[config.mk]
export PLATFORM = sky130hd
export DESIGN_NAME = vga_fb
export DESIGN_NICKNAME = d
export VERILOG_FILES = /design/src/rtl/vga_pkg.sv /design/src/rtl/vga_timing.sv /design/src/rtl/vga_fb.sv
export SDC_FILE = /design/constraint.sdc
export NUM_CORES = 1
export LEC_CHECK = 0
export CAP_MARGIN = 10
export CORE_ASPECT_RATIO = 1.75
export CORE_MARGIN = 3
export CORE_UTILIZATION = 35
export DETAILED_ROUTE_END_ITERATION = 7
export PLACE_DENSITY = 0.68
export REMOVE_ABC_BUFFERS = 1
export SYNTH_ARGS = -nofsm -noshare
export SYNTH_HDL_FRONTEND = slang
export SYNTH_SLANG_ARGS = --single-unit
[constraint.sdc]
create_clock -name clock_25 -period 3.8 [get_ports clock_25]
set_clock_uncertainty 0.1 [all_clocks]
set_input_delay 1.14 -clock clock_25 [delete_from_list [all_inputs] [get_ports clock_25]]
set_output_delay 1.14 -clock clock_25 [all_outputs]
set_load 0.02 [all_outputs]
[src/rtl/vga_pkg.sv]
// rtl/vga_pkg.sv - VGA 640x480@60 timing constants and framebuffer helpers
//
// Shared by vga_timing and vga_fb.
//   - Horizontal and vertical timing constants (visible, porches, sync, total).
//   - Framebuffer geometry: 320x240 bytes, each pixel doubled in both axes.
//   - fb_index(): byte address of the framebuffer pixel behind screen pixel (x,y).
//   - vga_ctrl_t: control bits carried down the video pipeline.
package vga_pkg;

   localparam int H_VIS   = 640;
   localparam int H_FP    = 16;
   localparam int H_SYNC  = 96;
   localparam int H_BP    = 48;
   localparam int H_TOTAL = 800;

   localparam int V_VIS   = 480;
   localparam int V_FP    = 10;
   localparam int V_SYNC  = 2;
   localparam int V_BP    = 33;
   localparam int V_TOTAL = 525;

   localparam int FB_W    = 320;
   localparam int FB_H    = 240;
   localparam int FB_AW   = 17;

   // Inclusive sync windows, derived from the porch widths above.
   localparam int H_SYNC_FIRST = H_VIS + H_FP;
   localparam int H_SYNC_LAST  = H_VIS + H_FP + H_SYNC - 1;
   localparam int V_SYNC_FIRST = V_VIS + V_FP;
   localparam int V_SYNC_LAST  = V_VIS + V_FP + V_SYNC - 1;

   // Control bits that travel alongside the pixel through the pipeline.
   typedef struct packed {
      logic vis;
      logic hs;
      logic vs;
   } vga_ctrl_t;

   // (y/2)*FB_W + x/2; the halving gives the 2x2 pixel doubling.
   function automatic logic [FB_AW-1:0] fb_index(input logic [9:0] x, input logic [9:0] y);
      logic [FB_AW-1:0] xe;
      logic [FB_AW-1:0] ye;
      xe = FB_AW'(x);
      ye = FB_AW'(y);
      return ((ye >> 1) * FB_AW'(FB_W)) + (xe >> 1);
   endfunction

endpackage

[src/rtl/vga_timing.sv]
// rtl/vga_timing.sv - VGA pixel/line counters and stage-0 sync/visible decode
//
// Ports:
//   clock_25  in   pixel clock, rising edge
//   reset_n   in   asynchronous active-low reset
//   x         out  horizontal counter 0..H_TOTAL-1
//   y         out  vertical counter 0..V_TOTAL-1, steps when x wraps
//   hs0       out  stage-0 horizontal sync, active low (combinational)
//   vs0       out  stage-0 vertical sync, active low (combinational)
//   vis0      out  stage-0 visible-area flag (combinational)
module vga_timing
   import vga_pkg::*;
(
   input  logic       clock_25,
   input  logic       reset_n,
   output logic [9:0] x,
   output logic [9:0] y,
   output logic       hs0,
   output logic       vs0,
   output logic       vis0
);

   // Frame wrap (799,524 -> 0,0) happens in the same edge as the line wrap,
   // so the frame is exactly H_TOTAL*V_TOTAL clocks.
   always_ff @(posedge clock_25 or negedge reset_n) begin
      if (!reset_n) begin
         x <= '0;
         y <= '0;
      end else if (x == 10'(H_TOTAL - 1)) begin
         x <= '0;
         y <= (y == 10'(V_TOTAL - 1)) ? 10'd0 : y + 10'd1;
      end else begin
         x <= x + 10'd1;
      end
   end

   always_comb begin
      hs0  = !((x >= 10'(H_SYNC_FIRST)) && (x <= 10'(H_SYNC_LAST)));
      vs0  = !((y >= 10'(V_SYNC_FIRST)) && (y <= 10'(V_SYNC_LAST)));
      vis0 = (x < 10'(H_VIS)) && (y < 10'(V_VIS));
   end

endmodule

[src/rtl/vga_fb.sv]
// rtl/vga_fb.sv - 320x240 RRRGGGBB framebuffer scan-out to 640x480 VGA
//
// Optional feature macro: VGA_FB_VBLANK_IRQ_EN (vertical-blank interrupt pulse).
//
// Ports:
//   clock_25    in   pixel clock, 25 MHz, rising edge
//   reset_n     in   asynchronous active-low reset (PLL locked)
//   fb_addr     out  framebuffer byte address, combinational from the counters
//   fb_data     in   framebuffer byte RRRGGGBB, valid one clock after fb_addr
//   VGA_R/G/B   out  4-bit colour, 2 clocks behind the counters
//   VGA_HS/VS   out  sync, active low, 2 clocks behind the counters
//   vblank_irq  out  one-clock pulse at vertical-blank start (0 without the macro)
module vga_fb
   import vga_pkg::*;
(
   input  logic             clock_25,
   input  logic             reset_n,
   output logic [FB_AW-1:0] fb_addr,
   input  logic [7:0]       fb_data,
   output logic [3:0]       VGA_R,
   output logic [3:0]       VGA_G,
   output logic [3:0]       VGA_B,
   output logic             VGA_HS,
   output logic             VGA_VS,
   output logic             vblank_irq
);

   logic [9:0] x;
   logic [9:0] y;
   logic       hs0;
   logic       vs0;
   logic       vis0;
   vga_ctrl_t  st1;

   vga_timing u_timing (
      .clock_25 (clock_25),
      .reset_n  (reset_n),
      .x        (x),
      .y        (y),
      .hs0      (hs0),
      .vs0      (vs0),
      .vis0     (vis0)
   );

   // Address is forced to 0 in blanking so the RAM sees a quiet bus.
   assign fb_addr = vis0 ? fb_index(x, y) : '0;

   // Stage 1: control bits wait here while the RAM fetches the byte.
   always_ff @(posedge clock_25 or negedge reset_n) begin
      if (!reset_n) begin
         st1.vis <= 1'b0;
         st1.hs  <= 1'b1;
         st1.vs  <= 1'b1;
      end else begin
         st1.vis <= vis0;
         st1.hs  <= hs0;
         st1.vs  <= vs0;
      end
   end

   // Stage 2: colour expansion replicates the MSBs into the spare low bits.
   always_ff @(posedge clock_25 or negedge reset_n) begin
      if (!reset_n) begin
         VGA_R  <= '0;
         VGA_G  <= '0;
         VGA_B  <= '0;
         VGA_HS <= 1'b1;
         VGA_VS <= 1'b1;
      end else begin
         VGA_HS <= st1.hs;
         VGA_VS <= st1.vs;
         if (st1.vis) begin
            VGA_R <= {fb_data[7:5], fb_data[7]};
            VGA_G <= {fb_data[4:2], fb_data[4]};
            VGA_B <= {fb_data[1:0], fb_data[1:0]};
         end else begin
            VGA_R <= '0;
            VGA_G <= '0;
            VGA_B <= '0;
         end
      end
   end

`ifdef VGA_FB_VBLANK_IRQ_EN
   // The pulse rides the same two-stage delay as the video so it lines up
   // with the first blanked line at the output.
   logic irq0;
   logic irq1;

   assign irq0 = (x == 10'd0) && (y == 10'(V_VIS));

   always_ff @(posedge clock_25 or negedge reset_n) begin
      if (!reset_n) begin
         irq1       <= 1'b0;
         vblank_irq <= 1'b0;
      end else begin
         irq1       <= irq0;
         vblank_irq <= irq1;
      end
   end
`else
   assign vblank_irq = 1'b0;
`endif

endmodule

; Yosys cells after proc, flatten, opt, wreduce, memory -nomap -nowiden
; Cells that the tools add are included.
[op_classes]
n_reduce_logical = 5
magnitude_cmp = 6
mux = 6
n_eq_ne = 2
addsub = 3
multipliers = 1
[op_table]
columns = cell, count
row1 = "adder 10 x 1 -> 10 bit, second input constant", 2
row2 = "== test 10 bit, second input constant", 2
row3 = two-way mux 10 bit, 2
row4 = adder 17 x 9 -> 17 bit, 1
row5 = two-way mux 17 bit, 1
row6 = two-way mux 4 bit, 3
row7 = "multiplier 9 x 3 -> 11 bit, second input constant", 1
row8 = "greater-or-equal comparator 10 bit, second input constant", 1
row9 = "greater-or-equal comparator 10 x 9 -> 1 bit, second input constant", 1
row10 = "<= comparator 10 bit, second input constant", 1
row11 = "<= comparator 10 x 9 -> 1 bit, second input constant", 1
row12 = "less-than comparator 10 bit, second input constant", 1
row13 = "less-than comparator 10 x 9 -> 1 bit, second input constant", 1
row14 = logical AND 1 bit, 3
row15 = zero test 1 bit, 2
[word_totals]
wordCells = 33
inputBits = 10
out_inout_bits = 32
reg_bits = 37

; Depth between registers and ports, before layout
; Gate-level depths: netlist of the first run.
[depth]
depth_word = 3
mapped_depth = 8
depth_no_buf = 8

; Cells and area by module
; A second synthesis of the first run with hierarchy kept.
[hier_totals]
cells_unflattened = 230
area_unflattened_um2 = 2306.0
[by_module_without_submodules]
columns = module, seq_area_each_um2, cells_each, n_inst, area_per_inst_um2
row1 = vga_fb, 330.3, 122, 1, 1194.9
row2 = vga_timing, 500.5, 108, 1, 1111.1

; Worst setup path before layout of the first run
; Ideal clock, no wire load.
[synth_timing]
kind = reg-to-output
from = reg u_timing.y[2]
to = out fb_addr[15]
slack_ps = -266
path_stages_with_launch = 9
path_buffers = 0
t_arrival_ps = 2826
cell_sequence = dfrtp_1 > ha_1 > ha_1 > fa_1 > a211oi_1 > nor4_1 > a2111oi_1 > nand4_1 > a21oi_1
[synth_via]
elab_chain_cells = 3
word_cells_on_any_way = 5
[synth_rtl]
columns = element, line_no
row1 = from (decl), vga_timing.sv:17  ; output logic [9:0] y,
row2 = from (signal assigned), vga_timing.sv:31  ; y <= (y == 10'(V_TOTAL - 1)) ? 10'd0 : y + 10'd1;
row3 = multiplier 9 x 3 -> 11 bit or less-than comparator 10 x 9 -> 1 bit (tied branches), "vga_pkg.sv:45, vga_timing.sv:40"
row4 = adder 17 x 9 -> 17 bit or logical AND 1 bit (tied branches), "vga_pkg.sv:45, vga_timing.sv:40"
row5 = two-way mux 17 bit (*), vga_fb.sv:46  ; assign fb_addr = vis0 ? fb_index(x, y) : '0;
row6 = to (decl), vga_fb.sv:18  ; output logic [FB_AW-1:0] fb_addr,
; Every way passes the cells marked *; elsewhere a longest branch is shown, timed or not.

; Final worst setup path of the first run
[layout_timing]
from = reg u_timing.y[3]
to = out fb_addr[14]
; Same word-level chain as after synthesis.

==> impl_metrics.csv, run 1 <==
group,metric,value,unit
yosys,synth.ff_latch_count,33,
sta,rsz0062_at_grt,"yes",
finish,antenna-diode-count,0,
finish,finalInstanceArea,3270,um2
yosys,synth_top_family_by_area,"simple AND/OR/NAND/NOR gates",
finish,syn_to_final_growth,46.4,%
grt,grt_max_degree,34,
sta,finalCritPeriodShare,1.11,
yosys,synth_compound_area_frac,0.133,
worst_hold_path,hold_class,"flip-flop to flip-flop",
detailed_routing,drc,0,
sta,finalHoldViolations,0,
clock_tree,cts_tree,"built",
clock_tree,cts_buffers,5,
grt,grt_pass1_wl,9210,um
yosys,synth_edf_count,0,
clock_tree,cts_sinks,33,
power_and_ir_drop,power,0.657,mW
placed_design,portBuffers,40,
floorplanning,die_y,112,um
critical_path,cp-start-kind,"flip-flop",
placed_design,hpwl,3920,um
detailed_routing,drt-pass1-iter-count,4,
detailed_routing,drt_iter0_drc,67,
run,maxCapViolations,0,
finish,drive_above_1_share,0.292,
floorplanning,rows,37,
finish,final_util,0.543,
detailed_routing,vias,2064,
critical_path,crit_required,2.56,ns
placed_design,dpl.cell_count,389,
yosys,synth_seq_area_share,0.372,
sta,slew_violations,0,
sta,max_freq,238,MHz
placed_design,dp_slack,-0.745,ns
floorplanning,start_util,0.371,
detailed_routing,ant_nets,0,
clock_tree,clk_pin_slew,0.07,ns
grt,grt-ovfl-total,0,
critical_path,endpoint_kind,"output pin",
yosys,synthMuxAreaShare,0.00952,
grt,grtUsageTotal,0.156,
critical_path,worstPathMaxFanout,4,
yosys,yosysUniqueCellTypes,49,
finish,layout.nets,354,
yosys,synthCells,237,
critical_path,path_class,"flip-flop to output pin",
yosys,syn_area_per_cell,9.42,um2
floorplanning,dieArea,7410,um2
detailed_routing,viasPerCell,5.16,
clock_tree,root_buffer,"clkbuf_8",
finish,finalNonFillerCells,400,
yosys,synth_xor_area_frac,0.0706,
detailed_routing,drt-met1-wl,2120,um
sta,tightest_slew,0.674,ns
sta,hold_slack,0.256,ns
clock_tree,clock_latency,0.29,ns
power_and_ir_drop,irDropWorstVdd,0.000100,V
detailed_routing,wire_per_inst,13.4,um
power_and_ir_drop,p_leak,1.58,nW
status,status,"finished, violations left",
sta,final.min_clock_period,4.20,ns
power_and_ir_drop,power_density,201,nW/um2
detailed_routing,met2_length,2930,um
clock_tree,ctsHoldBuffers,0,
sta,worst_slew_margin_rel,0.547,
clock_tree,cts_buffer_depth,2,
yosys,synth-main-ff-cell,"dfrtp_1",
floorplanning,core_area,6020,um2
clock_tree,htree_levels,2,
detailed_routing,wirelength,5380,um
sta,fin_ws,-0.403,ns
status,violations,"negative setup slack",
detailed_routing,wl_met3,218,um
yosys,ys_async_sr_fraction,1.00,
yosys,synthesis.area,2230,um2
placed_design,gp_congestion,0.879,
yosys,yosysWarnings,0,
sta,setup_tns,-1.43,ns
sta,setup_violations,4,
critical_path,critical_path_arrival,2.96,ns
grt,grt_pass1_vias,2033,
floorplanning,die_w,66.4,um
floorplanning,num_io_pins,42,
detailed_routing,dr.max_layer_used,"met4",
yosys,synth-adder-area-share,0.136,
grt,antenna_found_initial,0,
yosys,synthSimpleGateAreaFrac,0.238,
placed_design,placed_area,3000,um2
[worst max-delay path, cell delays in order (launching register included)]
cell and delay [ns]:
dfrtp_2 0.45, ha_4 0.26, ha_1 0.34, a211o_1 0.34, and4_1 0.23, or3_4 0.39
or3_1 0.39, a21oi_2 0.15, buf_6 0.13
[state kept, by name, summed over array words and instances, names as in the netlist]
signal and count:
u_timing.y 10, VGA_VS 1, u_timing.x 10, VGA_B 2, VGA_G 3, VGA_HS 1
VGA_R 3, st1 3
[cells in the final DEF (no fill, tap or decap), types with 5 or more instances in the layout]
master and n:
clkbuf_8 5, clkdlybuf4s50_1 25, o21ai_0 13, dfrtp_1 28, ha_1 16, buf_6 6
inv_1 8, nand4_1 9, and2_1 18, xor2_1 8, dlygate4sd2_1 6, nor2_1 23
buf_4 45, nand2_1 15, xnor2_1 7
[per-layer routing]
layer  track usage  up-vias
li1              -     1012
met4        0.0516        0
met3        0.0252       12
met2         0.284       63
met5             0        -
met1         0.177      977
[worst paths after layout]
path	startpoint	endpoint	slack, ns	depth (start not counted)
setup / recovery	u_timing.y[3]$_DFFE_PN0N_	fb_addr[14]	-0.40	8
hold / removal	st1[1]$_DFF_PN1_	VGA_HS$_DFF_PN1_	0.26	0
setup reg to reg	u_timing.y[1]$_DFFE_PN0N_	u_timing.y[0]$_DFFE_PN0N_	1.61	7
hold reg to reg	st1[1]$_DFF_PN1_	VGA_HS$_DFF_PN1_	0.26	0
max in group asynchronous	reset_n	VGA_VS$_DFF_PN1_	2.11	2
min in group asynchronous	reset_n	u_timing.x[5]$_DFF_PN0_	1.15	2
[where the power goes]
group | switching [mW] | total (mW) | internal, mW
logic | 0.0198 | 0.0413 | 0.0216
clock network | 0.132 | 0.258 | 0.126
registers | 0.00134 | 0.357 | 0.356
[what timing repair did]
action                                  in CTS  in global routing
resized for setup                           49                 23
buffers inserted                             1                  2
endpoints found under the setup margin      14                  9
pin swaps                                    8                  7
[final cells by class]
cell class / count / area, um2
Inverter: 8 / 30.0
Clock buffer: 5 / 68.8
Sequential cell: 33 / 832
Fill cell: 553 / 2750
Timing Repair Buffer: 86 / 751
Multi-Input combinational cell: 187 / 1470
Clock inverter: 3 / 17.5
Tap cell: 78 / 97.6
[cell families (layout without fill, tap and decap cells)]
group	Yosys count	count (layout)
fa+ha+maj	23	23
flops	33	33
compound gates	45	45
xor+xnor	18	18
buf+inv	17	102
other cells	1	1
simple gates	98	98
mux	2	2
[synthesized netlist by cell type (all sizes together) (4+ instances only)]
| cell type | number | area share |
|---|---|---|
| xor2 | 10 | 0.039 |
| nand3 | 4 | 0.0090 |
| nor3 | 4 | 0.0090 |
| a21o | 4 | 0.013 |
| nand2 | 16 | 0.027 |
| nand4 | 9 | 0.025 |
| or3 | 4 | 0.013 |
| a21oi | 5 | 0.011 |
| ha | 21 | 0.12 |
| and2 | 18 | 0.050 |
| nor4 | 5 | 0.017 |
| xnor2 | 8 | 0.031 |
| inv | 8 | 0.013 |
| dfstp | 4 | 0.047 |
| o21ai | 18 | 0.040 |
| buf | 8 | 0.025 |
| dfrtp | 29 | 0.32 |
| nor2 | 24 | 0.041 |
(Power assumes the default switching activity.)
==> inputs of run 2 (changes only) <==
Settings changed: SLEW_MARGIN set to 0.
==> results of run 2 <==
Same layout as run 1: the final DEF is identical, and so are final timing and power.
==> inputs of run 3 (changes only) <==
Settings changed: ABC_AREA set to 1, PLACE_DENSITY 0.68 to 0.67.
==> run 3 against run 2 <==
  * The run still ends with negative setup slack left
  * Cell area fell by 3.0%
  * Setup slack better by 0.32 ns
  * Global-route usage increased by 0.32 points
  * Cell count increased by 13%
==> impl_metrics.csv, run 3 <==
group,metric,value,unit
detailed_routing,ant_nets,0,
floorplanning,dieArea,7810,um2
sta,hold_slack,0.254,ns
critical_path,worstPathCellList,"ha_4 > ha_4 > fa_1 > buf_4 > buf_6 > nand2_4 > nor2_4 > nand2_2 > nor2_4 > nand3_2 > nand2_1 > inv_1 > nor2_1 > buf_4",
yosys,synth_top_cell_area_share,0.307,
detailed_routing,wire_per_inst,12.8,um
detailed_routing,dr.max_layer_used,"met4",
critical_path,path_class,"flip-flop to output pin",
grt,grtUsageTotal,0.159,
finish,finalNonFillerCells,452,
finish,fillCellCount,665,
sta,slew_violations,0,
yosys,ys_top_cells_by_area,"dfrtp_1 (31%), ha_1 (11%), nand2_1 (10%), inv_1 (9.1%), dfstp_2 (4.5%)",
critical_path,worstPathMaxFanout,3,
yosys,synth.ff_latch_count,33,
finish,drive_above_1_share,0.181,
finish,layout.nets,402,
clock_tree,ctsHoldBuffers,0,
power_and_ir_drop,power_density,248,nW/um2
placed_design,gp_congestion,0.916,
grt,grt-ovfl-total,0,
grt,grt_pass1_vias,2187,
grt,grt_max_degree,34,
detailed_routing,drt-met1-wl,2040,um
sta,fin_ws,-0.0860,ns
finish,syn_to_final_growth,34.3,%
finish,biggestRegsByFlops,"u_timing.x (10), u_timing.y (10)",
yosys,synth_edf_count,0,
critical_path,slowest_stage,"fa_1",
detailed_routing,wirelength,5810,um
sta,final.min_clock_period,3.89,ns
yosys,synth.most_common_cell,"nand2_1",
finish,register_area,831,um2
floorplanning,die_w,68.1,um
clock_tree,htree_levels,2,
finish,layout_commonest_cell,"nand2_1",
yosys,yosysWarnings,0,
critical_path,cp_slowest_stage_delay,0.56,ns
critical_path,critical_path_arrival,2.65,ns
sta,setup_tns,-0.250,ns
clock_tree,cts_buffers,5,
yosys,syn_area_per_cell,7.62,um2
yosys,synthCells,310,
clock_tree,clock_latency,0.28,ns
sta,max_freq,257,MHz
yosys,yosysUniqueCellTypes,35,
yosys,synth_seq_area_share,0.352,
yosys,synthesis.area,2360,um2
grt,grt_pass1_wl,9370,um
status,status,"finished, violations left",
critical_path,cp-start-kind,"flip-flop",
sta,setup_violations,4,
worst_hold_path,hold_class,"flip-flop to flip-flop",
detailed_routing,drc,0,
sta,tightest_slew,0.802,ns
floorplanning,rows,39,
detailed_routing,viasPerCell,4.98,
yosys,ys_async_sr_fraction,1.00,
detailed_routing,drt_iter0_drc,76,
placed_design,hpwl,4460,um
critical_path,endpoint_kind,"output pin",
status,violations,"negative setup slack",
floorplanning,die_y,115,um
finish,layout_common_cells,"nand2_1 (62), inv_1 (55), clkdlybuf4s50_1 (32)",
clock_tree,cts_sinks,33,
detailed_routing,vias,2252,
placed_design,dpl.cell_count,441,
power_and_ir_drop,irDropWorstVdd,0.000170,V
detailed_routing,drt-pass1-iter-count,4,
sta,worst_slew_margin_rel,0.462,
clock_tree,cts_tree,"built",
floorplanning,num_io_pins,42,
clock_tree,clk_pin_slew,0.05,ns
detailed_routing,met2_length,3500,um
run,maxCapViolations,0,
clock_tree,cts_buffer_depth,2,
detailed_routing,wl_met3,163,um
clock_tree,root_buffer,"clkbuf_16",
yosys,yosysTopAreaCell,"dfrtp_1",
yosys,synthTopCellsByCount,"nand2_1 (65), inv_1 (57), dfrtp_1 (29)",
floorplanning,start_util,0.361,
yosys,synth-main-ff-cell,"dfrtp_1",
power_and_ir_drop,p_leak,1.62,nW
finish,multi_input_area,1330,um2
finish,finalInstanceArea,3170,um2
sta,rsz0062_at_grt,"yes",
grt,antenna_found_initial,0,
critical_path,crit_required,2.56,ns
sta,finalHoldViolations,0,
floorplanning,core_area,6540,um2
placed_design,placed_area,2940,um2
finish,antenna-diode-count,0,
sta,finalCritPeriodShare,1.02,
placed_design,portBuffers,40,
==> run 3: changes by cell type after synthesis, moves of 4 or more <==
cell and change:
nor3_1 +6, a21oi_1 +7, xnor2_1 -6, nand2_1 +49
nand3_1 +10, o21ai_0 -7, a21o_1 -4, inv_1 +49
nand4_1 +6, and2_1 -18
==> run 3: cell type report <==
| cell class | instances | share of cell area |
|---|---|---|
| Clock inverter | 2 | 0.00316 |
| Timing Repair Buffer | 61 | 0.171 |
| Tap cell | 82 | 0.0324 |
| Clock buffer | 6 | 0.0406 |
| Sequential cell | 33 | 0.262 |
| Inverter | 60 | 0.0710 |
| Multi-Input combinational cell | 208 | 0.419 |
==> run 3: worst paths after layout <==
path / to / cells past startpoint / slack [ns] / startpoint
worst max register to register: u_timing.y[6]$_DFFE_PN0N_ / 6 / 1.72 / u_timing.x[0]$_DFF_PN0_
worst min-delay path: VGA_VS$_DFF_PN1_ / 0 / 0.25 / st1[0]$_DFF_PN1_
min in group asynchronous: u_timing.x[9]$_DFF_PN0_ / 2 / 1.17 / reset_n
worst min register to register: VGA_VS$_DFF_PN1_ / 0 / 0.25 / st1[0]$_DFF_PN1_
max in group asynchronous: VGA_VS$_DFF_PN1_ / 2 / 2.08 / reset_n
worst max-delay path: fb_addr[16] / 14 / -0.09 / u_timing.y[4]$_DFFE_PN0N_
==> run 3: stage by stage <==
step | utilization | power, mW | worst slack (ns)
3_3_place_gp | 0.449 | 0.407 | -0.183
3_5_place_dp | 0.449 | 0.408 | -0.254
2_1_floorplan | - | 0.376 | 0.127
5_1_grt | 0.485 | 0.816 | -0.278
4_1_cts | 0.472 | 0.799 | -0.0579
6_report | 0.485 | 0.787 | -0.0860
==> run 3: where the power goes <==
group	switching, mW	internal [mW]
clock	0.146	0.240
sequential	0.00199	0.356
combinational	0.0217	0.0209
total	0.170	0.617
==> run 3: per-layer routing <==
metal | vias to the layer above | track usage
met5 | - | 0
met2 | 34 | 0.312
met3 | 8 | 0.0255
met1 | 1097 | 0.149
met4 | 0 | 0.0744
li1 | 1113 | -
==> run 3: worst max-delay path: cells and delay by family, from the launching register on <==
kind,cells,cell delay (ns)
buf+inv,4,0.38
fa+ha+maj,3,0.98
simple gates,7,0.59
flops,1,0.41
==> run 3: cell families after synthesis <==
family / count (synthesis) / share of synthesized area
other: 1 / 0.00159
AOI/OAI and AO/OA: 29 / 0.0684
xor gates and xnor gates: 10 / 0.0371
and+or+nand+nor: 145 / 0.291
adders and majority gates: 23 / 0.128
DFF: 33 / 0.352
buffers and inverters: 69 / 0.121
==> run 3: repair_timing <==
item                                    in CTS  in global routing
pin swaps                                    1                 15
hold endpoints to repair                     0                  0
resized for setup                           29                 20
setup buffers                                1                  2
endpoints found under the setup margin       7                  7
